**src/rtl/instruction_fetch_if.sv**
```systemverilog
// Fetch-stage bundle: instruction-memory req/ack channel plus decode-facing instruction register.
// Latency: none (wires only).
// Backpressure: decode holds Stall; memory completes a request by raising IMemAck.
interface instruction_fetch_if #(
    parameter int PC_W    = 16,
    parameter int INSTR_W = 24
);
    logic               Stall;
    logic               BranchTaken;
    logic [PC_W-1:0]    BranchTarget;
    logic               IMemReq;
    logic [PC_W-1:0]    IMemAddr;
    logic               IMemAck;
    logic [INSTR_W-1:0] IMemData;
    logic [INSTR_W-1:0] Instr;
    logic [PC_W-1:0]    InstrPC;
    logic               InstrValid;
    logic [3:0]         Opcode;

    // Fetch stage side
    modport master (
        input  Stall, BranchTaken, BranchTarget, IMemAck, IMemData,
        output IMemReq, IMemAddr, Instr, InstrPC, InstrValid, Opcode
    );

    // Environment side (memory, decode, execute)
    modport slave (
        output Stall, BranchTaken, BranchTarget, IMemAck, IMemData,
        input  IMemReq, IMemAddr, Instr, InstrPC, InstrValid, Opcode
    );
endinterface

```
**src/rtl/instruction_fetch.sv**
```systemverilog
// Fetch stage: PC, req/ack instruction-memory transaction, instruction register with branch flush.
// Latency: InstrValid one cycle after REQ entry with zero-wait memory; one instruction per 2 cycles.
// Backpressure: Stall holds a valid instruction and blocks the next fetch; BranchTaken overrides it.
module instruction_fetch #(
    parameter int              PC_W     = 16,
    parameter int              INSTR_W  = 24,
    parameter logic [PC_W-1:0] RESET_PC = '0
) (
    input  logic                 Clock,
    input  logic                 Reset,
    instruction_fetch_if.master  fe
);

    typedef enum logic [1:0] {
        ST_REQ   = 2'd0,
        ST_DRAIN = 2'd1,
        ST_VALID = 2'd2
    } state_t;

    state_t             state_q, state_d;
    logic [PC_W-1:0]    pc_q, pc_d;
    logic [PC_W-1:0]    pend_pc_q, pend_pc_d;
    logic [PC_W-1:0]    addr_q, addr_d;
    logic [INSTR_W-1:0] instr_q, instr_d;
    logic [PC_W-1:0]    instr_pc_q, instr_pc_d;
    logic               instr_valid_q, instr_valid_d;

    // Next-state, PC and instruction-register update
    always_comb begin
        state_d       = state_q;
        pc_d          = pc_q;
        pend_pc_d     = pend_pc_q;
        instr_d       = instr_q;
        instr_pc_d    = instr_pc_q;
        instr_valid_d = instr_valid_q;

        case (state_q)
            ST_REQ: begin
                if (fe.IMemAck) begin
                    if (fe.BranchTaken) begin
                        // Word belongs to the wrong path: drop it and refetch at the target
                        pc_d    = fe.BranchTarget;
                        state_d = ST_REQ;
                    end else begin
                        instr_d       = fe.IMemData;
                        instr_pc_d    = addr_q;
                        pc_d          = pc_q + PC_W'(1);
                        instr_valid_d = 1'b1;
                        state_d       = ST_VALID;
                    end
                end else if (fe.BranchTaken) begin
                    // Request cannot be withdrawn; remember the target until memory answers
                    pend_pc_d = fe.BranchTarget;
                    state_d   = ST_DRAIN;
                end
            end
            ST_DRAIN: begin
                if (fe.IMemAck) begin
                    // A redirect arriving with the ack is the latest one, so it wins
                    pc_d    = fe.BranchTaken ? fe.BranchTarget : pend_pc_q;
                    state_d = ST_REQ;
                end else if (fe.BranchTaken) begin
                    pend_pc_d = fe.BranchTarget;
                end
            end
            ST_VALID: begin
                if (fe.BranchTaken) begin
                    instr_valid_d = 1'b0;
                    pc_d          = fe.BranchTarget;
                    state_d       = ST_REQ;
                end else if (!fe.Stall) begin
                    instr_valid_d = 1'b0;
                    state_d       = ST_REQ;
                end
            end
            default: begin
                instr_valid_d = 1'b0;
                state_d       = ST_REQ;
            end
        endcase
    end

    // Fetch address is captured only on REQ entry so it stays stable for the whole request
    always_comb begin
        addr_d = addr_q;
        if (state_d == ST_REQ) begin
            addr_d = pc_d;
        end
    end

    // State and datapath registers
    always_ff @(posedge Clock or posedge Reset) begin
        if (Reset) begin
            state_q       <= ST_REQ;
            pc_q          <= RESET_PC;
            pend_pc_q     <= '0;
            addr_q        <= RESET_PC;
            instr_q       <= '0;
            instr_pc_q    <= '0;
            instr_valid_q <= 1'b0;
        end else begin
            state_q       <= state_d;
            pc_q          <= pc_d;
            pend_pc_q     <= pend_pc_d;
            addr_q        <= addr_d;
            instr_q       <= instr_d;
            instr_pc_q    <= instr_pc_d;
            instr_valid_q <= instr_valid_d;
        end
    end

    // Request is gated by Reset so an in-flight transaction is dropped immediately
    assign fe.IMemReq    = !Reset && ((state_q == ST_REQ) || (state_q == ST_DRAIN));
    assign fe.IMemAddr   = addr_q;
    assign fe.Instr      = instr_q;
    assign fe.InstrPC    = instr_pc_q;
    assign fe.InstrValid = instr_valid_q;
    assign fe.Opcode     = instr_valid_q ? instr_q[INSTR_W-1 -: 4] : 4'b0000;

endmodule

```
**src/flat_wrapper.sv**
```systemverilog
// flat-port wrapper written by rule: the top's interface ports become plain ports
module instruction_fetch_flat 
#(
    parameter int              PC_W     = 16,
    parameter int              INSTR_W  = 24,
    parameter logic [PC_W-1:0] RESET_PC = '0
)
  (Clock, Reset, fe_Stall, fe_BranchTaken, fe_BranchTarget, fe_IMemAck, fe_IMemData, fe_IMemReq, fe_IMemAddr, fe_Instr, fe_InstrPC, fe_InstrValid, fe_Opcode);
  instruction_fetch_if #(.PC_W(PC_W), .INSTR_W(INSTR_W)) fe_i ();
  input  logic Clock;
  input  logic Reset;
  input wire logic [$bits(fe_i.Stall)-1:0] fe_Stall;
  input wire logic [$bits(fe_i.BranchTaken)-1:0] fe_BranchTaken;
  input wire logic [$bits(fe_i.BranchTarget)-1:0] fe_BranchTarget;
  input wire logic [$bits(fe_i.IMemAck)-1:0] fe_IMemAck;
  input wire logic [$bits(fe_i.IMemData)-1:0] fe_IMemData;
  output wire logic [$bits(fe_i.IMemReq)-1:0] fe_IMemReq;
  output wire logic [$bits(fe_i.IMemAddr)-1:0] fe_IMemAddr;
  output wire logic [$bits(fe_i.Instr)-1:0] fe_Instr;
  output wire logic [$bits(fe_i.InstrPC)-1:0] fe_InstrPC;
  output wire logic [$bits(fe_i.InstrValid)-1:0] fe_InstrValid;
  output wire logic [$bits(fe_i.Opcode)-1:0] fe_Opcode;
  assign fe_i.Stall = fe_Stall;
  assign fe_i.BranchTaken = fe_BranchTaken;
  assign fe_i.BranchTarget = fe_BranchTarget;
  assign fe_i.IMemAck = fe_IMemAck;
  assign fe_i.IMemData = fe_IMemData;
  assign fe_IMemReq = fe_i.IMemReq;
  assign fe_IMemAddr = fe_i.IMemAddr;
  assign fe_Instr = fe_i.Instr;
  assign fe_InstrPC = fe_i.InstrPC;
  assign fe_InstrValid = fe_i.InstrValid;
  assign fe_Opcode = fe_i.Opcode;
  instruction_fetch #(.PC_W(PC_W), .INSTR_W(INSTR_W), .RESET_PC(RESET_PC)) u_core (.Clock(Clock), .Reset(Reset), .fe(fe_i));
endmodule
```
**config.mk**
```make
export PLATFORM = sky130hd
export DESIGN_NAME = instruction_fetch_flat
export DESIGN_NICKNAME = d
export VERILOG_FILES = /design/src/rtl/instruction_fetch_if.sv /design/src/rtl/instruction_fetch.sv /design/src/flat_wrapper.sv
export SDC_FILE = /design/constraint.sdc
export NUM_CORES = 1
export LEC_CHECK = 0
export ABC_CLOCK_PERIOD_IN_PS = 3000
export CAP_MARGIN = 30
export CORE_AREA = 2 2 104 106
export DETAILED_ROUTE_END_ITERATION = 12
export DIE_AREA = 0 0 106 108
export PLACE_DENSITY_LB_ADDON = 0.1
export SYNTH_ARGS = -nofsm -noshare
export SYNTH_HDL_FRONTEND = slang
export SYNTH_SLANG_ARGS = --single-unit
```
**constraint.sdc**
```tcl
create_clock -name Clock -period 3 [get_ports Clock]
set_clock_uncertainty 0.1 [all_clocks]
set_input_delay 0.6 -clock Clock [delete_from_list [all_inputs] [get_ports Clock]]
set_output_delay 0.6 -clock Clock [all_outputs]
set_load 0.005 [all_outputs]
```
# After elaboration in Yosys (flattened, before gate mapping)
# Cells that the tools add are included.
[totals]
register_bits = 91
input_bits = 45
output_inout_bits = 62
elab_cells = 44
[classes]
n_addsub = 1
eq_ne = 5
muxes = 19
n_bitwise = 3
n_reduce_logical = 9
[op_table]
columns = ["cell", "count"]
rows = [
  ["$mux W16", 5],
  ["$pmux W16 S3", 1],
  ["$add A16 B1 Y16 const B", 1],
  ["$mux W2", 6],
  ["$pmux W2 S3", 1],
  ["$logic_not A2 Y1", 2],
  ["$mux W1", 4],
  ["$mux W4", 1],
  ["$ne A2 B2 Y1 const B", 2],
  ["$reduce_and A4 Y1", 1],
  ["$ne A3 B3 Y1 const B", 1],
  ["$not A1 Y1", 3],
  ["$pmux W1 S3", 1],
  ["$reduce_and A3 Y1", 1],
  ["$eq A2 B1 Y1 const B", 1],
  ["$eq A2 B2 Y1 const B", 1],
  ["$reduce_and A2 Y1", 1],
  ["$reduce_or A2 Y1", 1],
  ["$logic_and A1 B1 Y1", 1],
  ["$logic_not A1 Y1", 1],
  ["$logic_or A1 B1 Y1", 1],
]

# Logic depth before layout (Yosys ltp)
# Gate-level depths: netlist (run 1).
[depth]
ltp_word = 4
depth_mapped = 7
depth_no_buf = 5

# Worst setup path before layout (run 1)
# Ideal clock, no wire load.
[synth_path]
kind = "in2reg"
from = "input port fe_BranchTaken"
to = "register u_core.addr_q[8] (netlist: u_core.fe.IMemAddr[8])"
setup_time_ps = 138
t_arrival_ps = 1878
required_ps = 2762
path_slack_ps = 884
cell_stages = 6
path_buffers = 2
cell_sequence = "buf_2 > nor2b_1 > clkbuf_1 > mux2_2 > a221oi_1 > a31oi_1"
[synth_via]
elab_chain_cells = 4
word_cells_on_any_way = 12
classes_between = "mux (11); reduce/logical (1)"
[synth_rtl]
columns = ["item", "line_no", "text"]
rows = [
  ["start, declared", "flat_wrapper.sv:13", "input wire logic [$bits(fe_i.BranchTaken)-1:0] fe_BranchTaken;"],
  ["$mux W2, on equally long branches", "instruction_fetch.sv:51, instruction_fetch.sv:40", ""],
  ["$mux W2", "instruction_fetch.sv:39", "if (fe.IMemAck) begin"],
  ["$pmux W2 S3", "instruction_fetch.sv:37", "case (state_q)"],
  ["$logic_not A2 Y1", "instruction_fetch.sv:86", "if (state_d == ST_REQ) begin"],
  ["end signal, assigned", "instruction_fetch.sv:105", "addr_q <= addr_d;"],
  ["end, declared", "instruction_fetch.sv:23", "logic [PC_W-1:0] addr_q, addr_d;"],
]
# Several ways; a longest one is shown, not always the timed one.
# A chain may end at the register's enable or synchronous reset.

# Final worst setup path (run 1)
[layout_path]
from = "input port fe_IMemAck"
to = "register u_core.instr_q[21] (netlist: u_core.fe.Instr[21])"
[layout_via]
elab_chain_cells = 1
[layout_rtl]
columns = ["item", "line_no", "text"]
rows = [
  ["start, declared", "flat_wrapper.sv:15", "input wire logic [$bits(fe_i.IMemAck)-1:0] fe_IMemAck;"],
  ["$reduce_and A3 Y1 (no line)", "-", ""],
  ["end signal, assigned", "instruction_fetch.sv:106", "instr_q <= instr_d;"],
  ["end, declared", "instruction_fetch.sv:24", "logic [INSTR_W-1:0] instr_q, instr_d;"],
]
# No other way between the ends.

==> results by group, run 1 <==
Logic synthesis
  • Syn Inst Count: 415
  • Warnings, synthesis: 0
  • Yosys cell types: 64
  • Synth area leaders: dfrtp_1 49%, mux2_2 16%, mux2i_1 3.7%, nor2_1 2.5%, nand2_1 1.9%
  • Seq/Total Area, Yosys: 49.0%
  • Post-synth EDFFs: 0
  • Synth area leader: dfrtp_1
  • Synth top area share: around half
  • Synthesized net count: around 460
  • Top_reg_cell synth: dfrtp_1
  • Cell Area, Synth: around 4600 um2
  • #FFs+latches synth: 91
  • Syn Area/Cell: about 11 um2
  • Share of synthesized flip-flops with an asynchronous set or reset: 100%

Floorplanning
  • Die X: 106 um
  • Row Count: 37
  • Full die area: around 11000 um2
  • I/O Pins: between 100 and 150
  • Starting density of the core: between 40% and 50%
  • Core area: between 10000 and 15000 um2
  • Die Height: about 110 um

Routing
  • Total wire length: 11.3 mm
  • # DRC: 0
  • Routed vias/inst: about 5.6
  • Initial drt markers: roughly 190
  • Detailed-route wire length per cell: approximately 17 um
  • DRT Pass-1 Iters: 4
  • Via count: about 3700
  • Antenna viol nets, final: 0

Job
  • Maxcap violations: 0

Worst setup path
  • Worst-path fanout max: 23
  • Worst r2r src: u_core.state_q[0]
  • FF-to-FF path depth: 6
  • Required time of the critical path: between 3 and 4 ns
  • Slowest CP cell: clkdlybuf4s50_1
  • Worst Setup End Kind: flip-flop
  • Crit path arrival time: between 2 and 3 ns
  • CP Launch Type: primary input
  • Crit path from: fe_IMemAck
  • WS Path Type: primary input to flip-flop
  • CP Cell Sequence: clkdlybuf4s50_1, or3b_1, nor2_4, buf_4, mux2_2
  • Largest stage delay, worst path: 0.58 ns
  • Setup slack, reg-to-reg: 0.78 ns
  • R2r endpoint: u_core.fe.IMemAddr[14]
  • Crit path to: u_core.fe.Instr[21]

GRT
  • First-pass GRT wire length: approximately 19 mm
  • GR Util All Layers: about 21%
  • GR Overflow Total: 0
  • Initial antenna violation count: 0
  • Vias in the first global route: 3697
  • Largest net degree at the start of global routing: 48

STA
  • Final min period: 2.40 ns
  • TNS Setup: 0 ns
  • RSZ-0062 raised after global routing: false
  • Slew HR: between 50 and 60%
  • Endpoints failing setup: 0
  • Fmax: 417 MHz
  • Hold WS: around 0.40 ns
  • Slew Limit Fails: 0
  • Least-Margin Pin Slew: ~0.60 ns
  • Period Utilization, post-route: about four fifths
  • Final hold vios: 0

Min path
  • Hold WC Path Type: flip-flop to flip-flop
  • WHS Path Cells: 1
  • Min-delay src: u_core.fe.InstrPC[12]

Clock network
  • CTS root buffer: clkbuf_8
  • Clk slew on worst S/H paths: roughly 0.1 ns
  • CTS resizes: 0
  • Clock tree buffer depth: 2
  • Clock Sink Count: about 90
  • Clock insertion delay at the later pin of the skew report: 0.37 ns
  • H-Tree Depth: 3
  • Total CTS buffers: 9
  • Hold Buf Count CTS: 0
  • Post-CTS Setup Inserts: 0
  • CTS tree: built

Finish
  • Fin area: between 6000 and 7000 um2
  • Synthesis-to-layout area growth: 30.9%
  • Antenna diode count: 0
  • Fraction of layout cells with a size suffix above 1: between 20% and 30%
  • NumNets Final: 570

Power and ir drop
  • Pwr/cell area: between 600 and 700 nW/um2
  • Max VDD drop: around 0.27 mV
  • Leakage power: 2.46 nW

Place
  • Post-DP HPWL: about 8.4 mm
  • GP Congestion: 0.851
  • Area post-placement: 5890 um2
  • PortBufs: 106

Status
  • Status: complete, no violations
-- placed cells by master (no fill, tap or decap), drive strengths merged, types with 9 or more instances in the layout --
cell type | Yosys | final
dfrtp | 91 | 91
nand2b | 10 | 10
o21ai | 14 | 14
nor2 | 32 | 32
inv | 6 | 9
buf | 22 | 21
clkbuf | 6 | 9
nand2 | 24 | 24
a31oi | 13 | 13
mux2 | 66 | 66
nand3 | 15 | 15
mux2i | 18 | 18
clkdlybuf4s50 | 0 | 105
-- synthesized netlist by cell type, types with 10 or more instances --
| library cell | number |
|---|---|
| a31oi_1 | 13 |
| nor2_1 | 31 |
| o21ai_0 | 14 |
| nand3_1 | 15 |
| nand2b_1 | 10 |
| dfrtp_1 | 91 |
| buf_2 | 14 |
| mux2i_1 | 17 |
| nand2_1 | 24 |
| mux2_2 | 64 |
-- metal layers --
layer,part of all wire (%),vias to the layer above,GRT usage [%]
met5,0,-,0
met1,46,1807,28.6
met4,1.5,0,7.71
met2,46,129,32.5
li1,-,1760,-
met3,6.3,13,4.10
-- metrics by stage --
stage          utilization [%]  std cells  setup slack, ns  power, mW
2_1_floorplan                -        415            0.884       2.38
3_3_place_gp              57.6        649            0.301       3.10
3_5_place_dp              57.6        649            0.234       3.14
4_1_cts                   59.5        665            0.601       3.96
5_1_grt                   59.5        665            0.529       4.17
6_report                  59.5        665            0.605       3.91
-- worst max-delay path, delay by kind of cell --
| family | cells | cell delay, ns |
|---|---|---|
| buffers and inverters | 2 | 0.88 |
| muxes | 1 | 0.38 |
| and+or+nand+nor | 2 | 0.67 |
-- sequential cells by signal, indices dropped and copies added (netlist names) --
register / count
u_core.fe.InstrPC: 16
u_core.pend_pc_q: 16
u_core.fe.InstrValid: 1
u_core.pc_q: 16
u_core.fe.IMemAddr: 16
u_core.fe.Instr: 24
u_core.state_q: 2
-- kinds of logic (layout without fill, tap and decap cells) --
group                    count (synthesis)  count (layout)  synth area share, %
flip-flops                              91              91                 49.0
AND/OR/NAND/NOR                        125             125                 14.4
buffers and inverters                   34             148                 3.77
adder cells (fa/ha/maj)                  1               1                0.269
multiplexers                            84              84                 20.1
AO/OA/AOI/OAI                           80              80                 12.5
-- worst min path at each step --
stage,slack [ns],end
2_1_floorplan,0.38,u_core.pend_pc_q[6]
3_3_place_gp,0.37,u_core.fe.Instr[0]
3_5_place_dp,0.38,u_core.fe.InstrPC[12]
4_1_cts,0.40,u_core.fe.InstrPC[12]
5_1_grt,0.42,u_core.fe.Instr[0]
6_report,0.40,u_core.fe.InstrPC[12]
-- where the power goes --
part | leakage [nW] | internal [mW] | switching (mW) | total, mW
registers | 1.08 | 1.55 | 0.266 | 1.82
clock network | 0.0997 | 0.326 | 0.491 | 0.816
logic | 1.28 | 0.829 | 0.450 | 1.28
-- layout make-up --
class / instances / area, um2
Clock buffer: 9 / 124
Clock inverter: 7 / 68.8
Fill cell: 886 / 4140
Inverter: 6 / 26.3
Multi-Input combinational cell: 290 / 2200
Sequential cell: 91 / 2280
Tap cell: 136 / 170
Timing Repair Buffer: 126 / 1220
Power figures use the tool's default switching activity.
==> inputs of run 2 (changes only) <==
Settings changed: ABC_CLOCK_PERIOD_IN_PS 3000 to 1900.
Clock period 3 ns to 1.9 ns, I/O delays scaled along.
==> results by group, run 2 (same netlist as run 1, synthesis figures left out) <==
Finish
  • Fraction of layout cells with a size suffix above 1: 30.6% (+9.5 points)
  • Multi-input gate area: 2320 um2 (+5.3%)
  • NumNets Final: 622 (+9.1%)
  • Fin area: 6800 um2 (+12%)
  • Fill count: 803 (-9.4%)
  • Commonest cells after routing, fill and taps aside: 99 x clkdlybuf4s50_1, 88 x dfrtp_1, 56 x buf_4, 50 x mux2_2, 31 x nor2_1
  • Reg area: 2280 um2 (+0.17%)
  • Synthesis-to-layout area growth: 46.2%
  • Commonest non-fill, non-tap cell in the layout: clkdlybuf4s50_1
  • Antenna diode count: 0 (unchanged)
  • Largest register FFs: 24 (unchanged)

STA
  • Least-Margin Pin Slew: 0.377 ns (-0.222 ns)
  • RSZ-0062 raised after global routing: true
  • Endpoints failing setup: 0 (unchanged)
  • Period Utilization, post-route: approximately 99%
  • Hold WS: 0.373 ns (-0.0231 ns)
  • Final hold vios: 0 (unchanged)
  • Slew Limit Fails: 0 (unchanged)
  • Slew HR: 74.2% (+15 points)
  • Fmax: 531 MHz
  • Final min period: roughly 1.9 ns

Clock network
  • CTS root buffer: clkbuf_8
  • Clock tree buffer depth: 2 (unchanged)
  • Clk slew on worst S/H paths: 0.08 ns (-0.02 ns)
  • Hold Buf Count CTS: 0 (unchanged)
  • Clock insertion delay at the later pin of the skew report: 0.36 ns (about the same)
  • Total CTS buffers: 9 (unchanged)
  • CTS tree: built
  • Clock Sink Count: 91 (unchanged)
  • H-Tree Depth: 3 (unchanged)

Worst setup path
  • CP Launch Type: flip-flop
  • Worst Setup End Kind: flip-flop
  • Crit path from: u_core.state_q[1]
  • Worst-path fanout max: 6 (-74%)
  • Crit path arrival time: 2.02 ns (-0.53 ns)
  • Worst r2r src: u_core.state_q[1]
  • WS Path Type: flip-flop to flip-flop
  • Required time of the critical path: 2.04 ns (-1.11 ns)

Power and ir drop
  • Leakage power: 2.90 nW (+18%)
  • Max VDD drop: 0.546 mV (+100%)
  • Pwr/cell area: 975 nW/um2 (+52%)

Floorplanning
  • I/O Pins: 107 (unchanged)
  • Die X: 106 um (unchanged)
  • Starting density of the core: 45.4% (unchanged)
  • Die Height: 108 um (unchanged)
  • Full die area: 11400 um2 (unchanged)
  • Core area: 10200 um2 (unchanged)
  • Row Count: 37 (unchanged)

Min path
  • Hold WC Path Type: primary input to flip-flop
  • Min-delay src: fe_IMemAck

Place
  • GP Congestion: 0.853 (+0.19%)
  • Post-DP HPWL: 8.75 mm (+4.8%)
  • Area post-placement: 6250 um2 (+6.1%)
  • PortBufs: 106 (unchanged)

Routing
  • Antenna viol nets, final: 0 (unchanged)
  • Total wire length: 12.5 mm (+11%)
  • Detailed-route wire length per cell: 17.5 um (+3.2%)
  • # DRC: 0 (unchanged)
  • Initial drt markers: 201 (+8.1%)
  • DRT Pass-1 Iters: 4 (unchanged)
  • Routed vias/inst: 5.51 (-1.2%)
  • Via count: 3950 (+6.5%)

GRT
  • GR Overflow Total: 0 (unchanged)
  • GR Util All Layers: 21.8% (+1.2 points)
  • Largest net degree at the start of global routing: 59 (+23%)
  • Initial antenna violation count: 0 (unchanged)
  • Vias in the first global route: 3750 (+1.4%)
  • First-pass GRT wire length: 19.6 mm (+4.8%)

Status
  • Status: complete, no violations

Job
  • Maxcap violations: 0 (unchanged)
## run 2: cell count changes in the layout (fill, tap and decap cells not counted), sizes merged, moves of 3 or more
cell and delta:
inv -3, buf +49, clkdlybuf4s50 -6, clkbuf +4
dlymetal6s2s +5
## run 2: cell type report
class                   instances  area share (%)
clock buffers                  11            2.23
clock inverters                 5           0.883
inverters                       6           0.387
multi-input cells             290            34.1
flip-flops and latches         91            33.6
well taps                     136            2.50
repair buffers                178            26.3
## run 2: where the power goes
part / switching (mW) / internal, mW / leakage [nW] / total [mW]
clock: 0.692 / 0.685 / 0.106 / 1.38
sequential: 0.409 / 2.45 / 1.08 / 2.86
combinational: 0.826 / 1.56 / 1.71 / 2.39
## run 2: routing by layer
layer  GRT usage [%]  wire length (um)  vias up  part of all wire, %
li1                -                 -     1864                    -
met1            31.6              5950     1957                   47
met2            34.0              5820      112                   46
met3            4.22               601       17                  4.8
met4            5.73               165        0                  1.3
met5               0                 0        -                    0
## run 2: final timing paths
check | depth (start not counted) | endpoint | slack (ns)
worst max-delay path | 5 | u_core.fe.Instr[18] | 0.02
worst min-delay path | 3 | u_core.state_q[0] | 0.37
worst max register to register | 5 | u_core.fe.Instr[18] | 0.02
worst min register to register | 1 | u_core.pend_pc_q[6] | 0.41
max in group asynchronous | 4 | u_core.fe.Instr[14] | 0.90
min in group asynchronous | 4 | u_core.pc_q[10] | 0.43
## run 2: metrics by stage
step	total power, mW	setup TNS [ns]	instances	worst slack [ns]	utilization, %
6_report	6.63	0	717	0.0184	66.4
3_3_place_gp	5.05	-21.58	687	-0.385	61.1
5_1_grt	7.05	-0.260	717	-0.0315	66.4
2_1_floorplan	3.77	0	415	0.00437	-
4_1_cts	6.52	0	706	0.000868	63.8
3_5_place_dp	5.12	-22.44	687	-0.403	61.1
## run 2: critical path: stages (launching register included)
cell and delay (ns):
dfrtp_2 0.45, or3b_4 0.43, nor2_4 0.16, buf_6 0.16, clkbuf_16 0.15, mux2_2 0.33
## run 2: timing repair
item	4_1_cts	5_1_grt
pin swaps	0	2
endpoints found under the setup margin	13	57
setup buffers	2	9
gates resized for setup	6	36
cloned	1	3
endpoints found under the hold margin	0	0
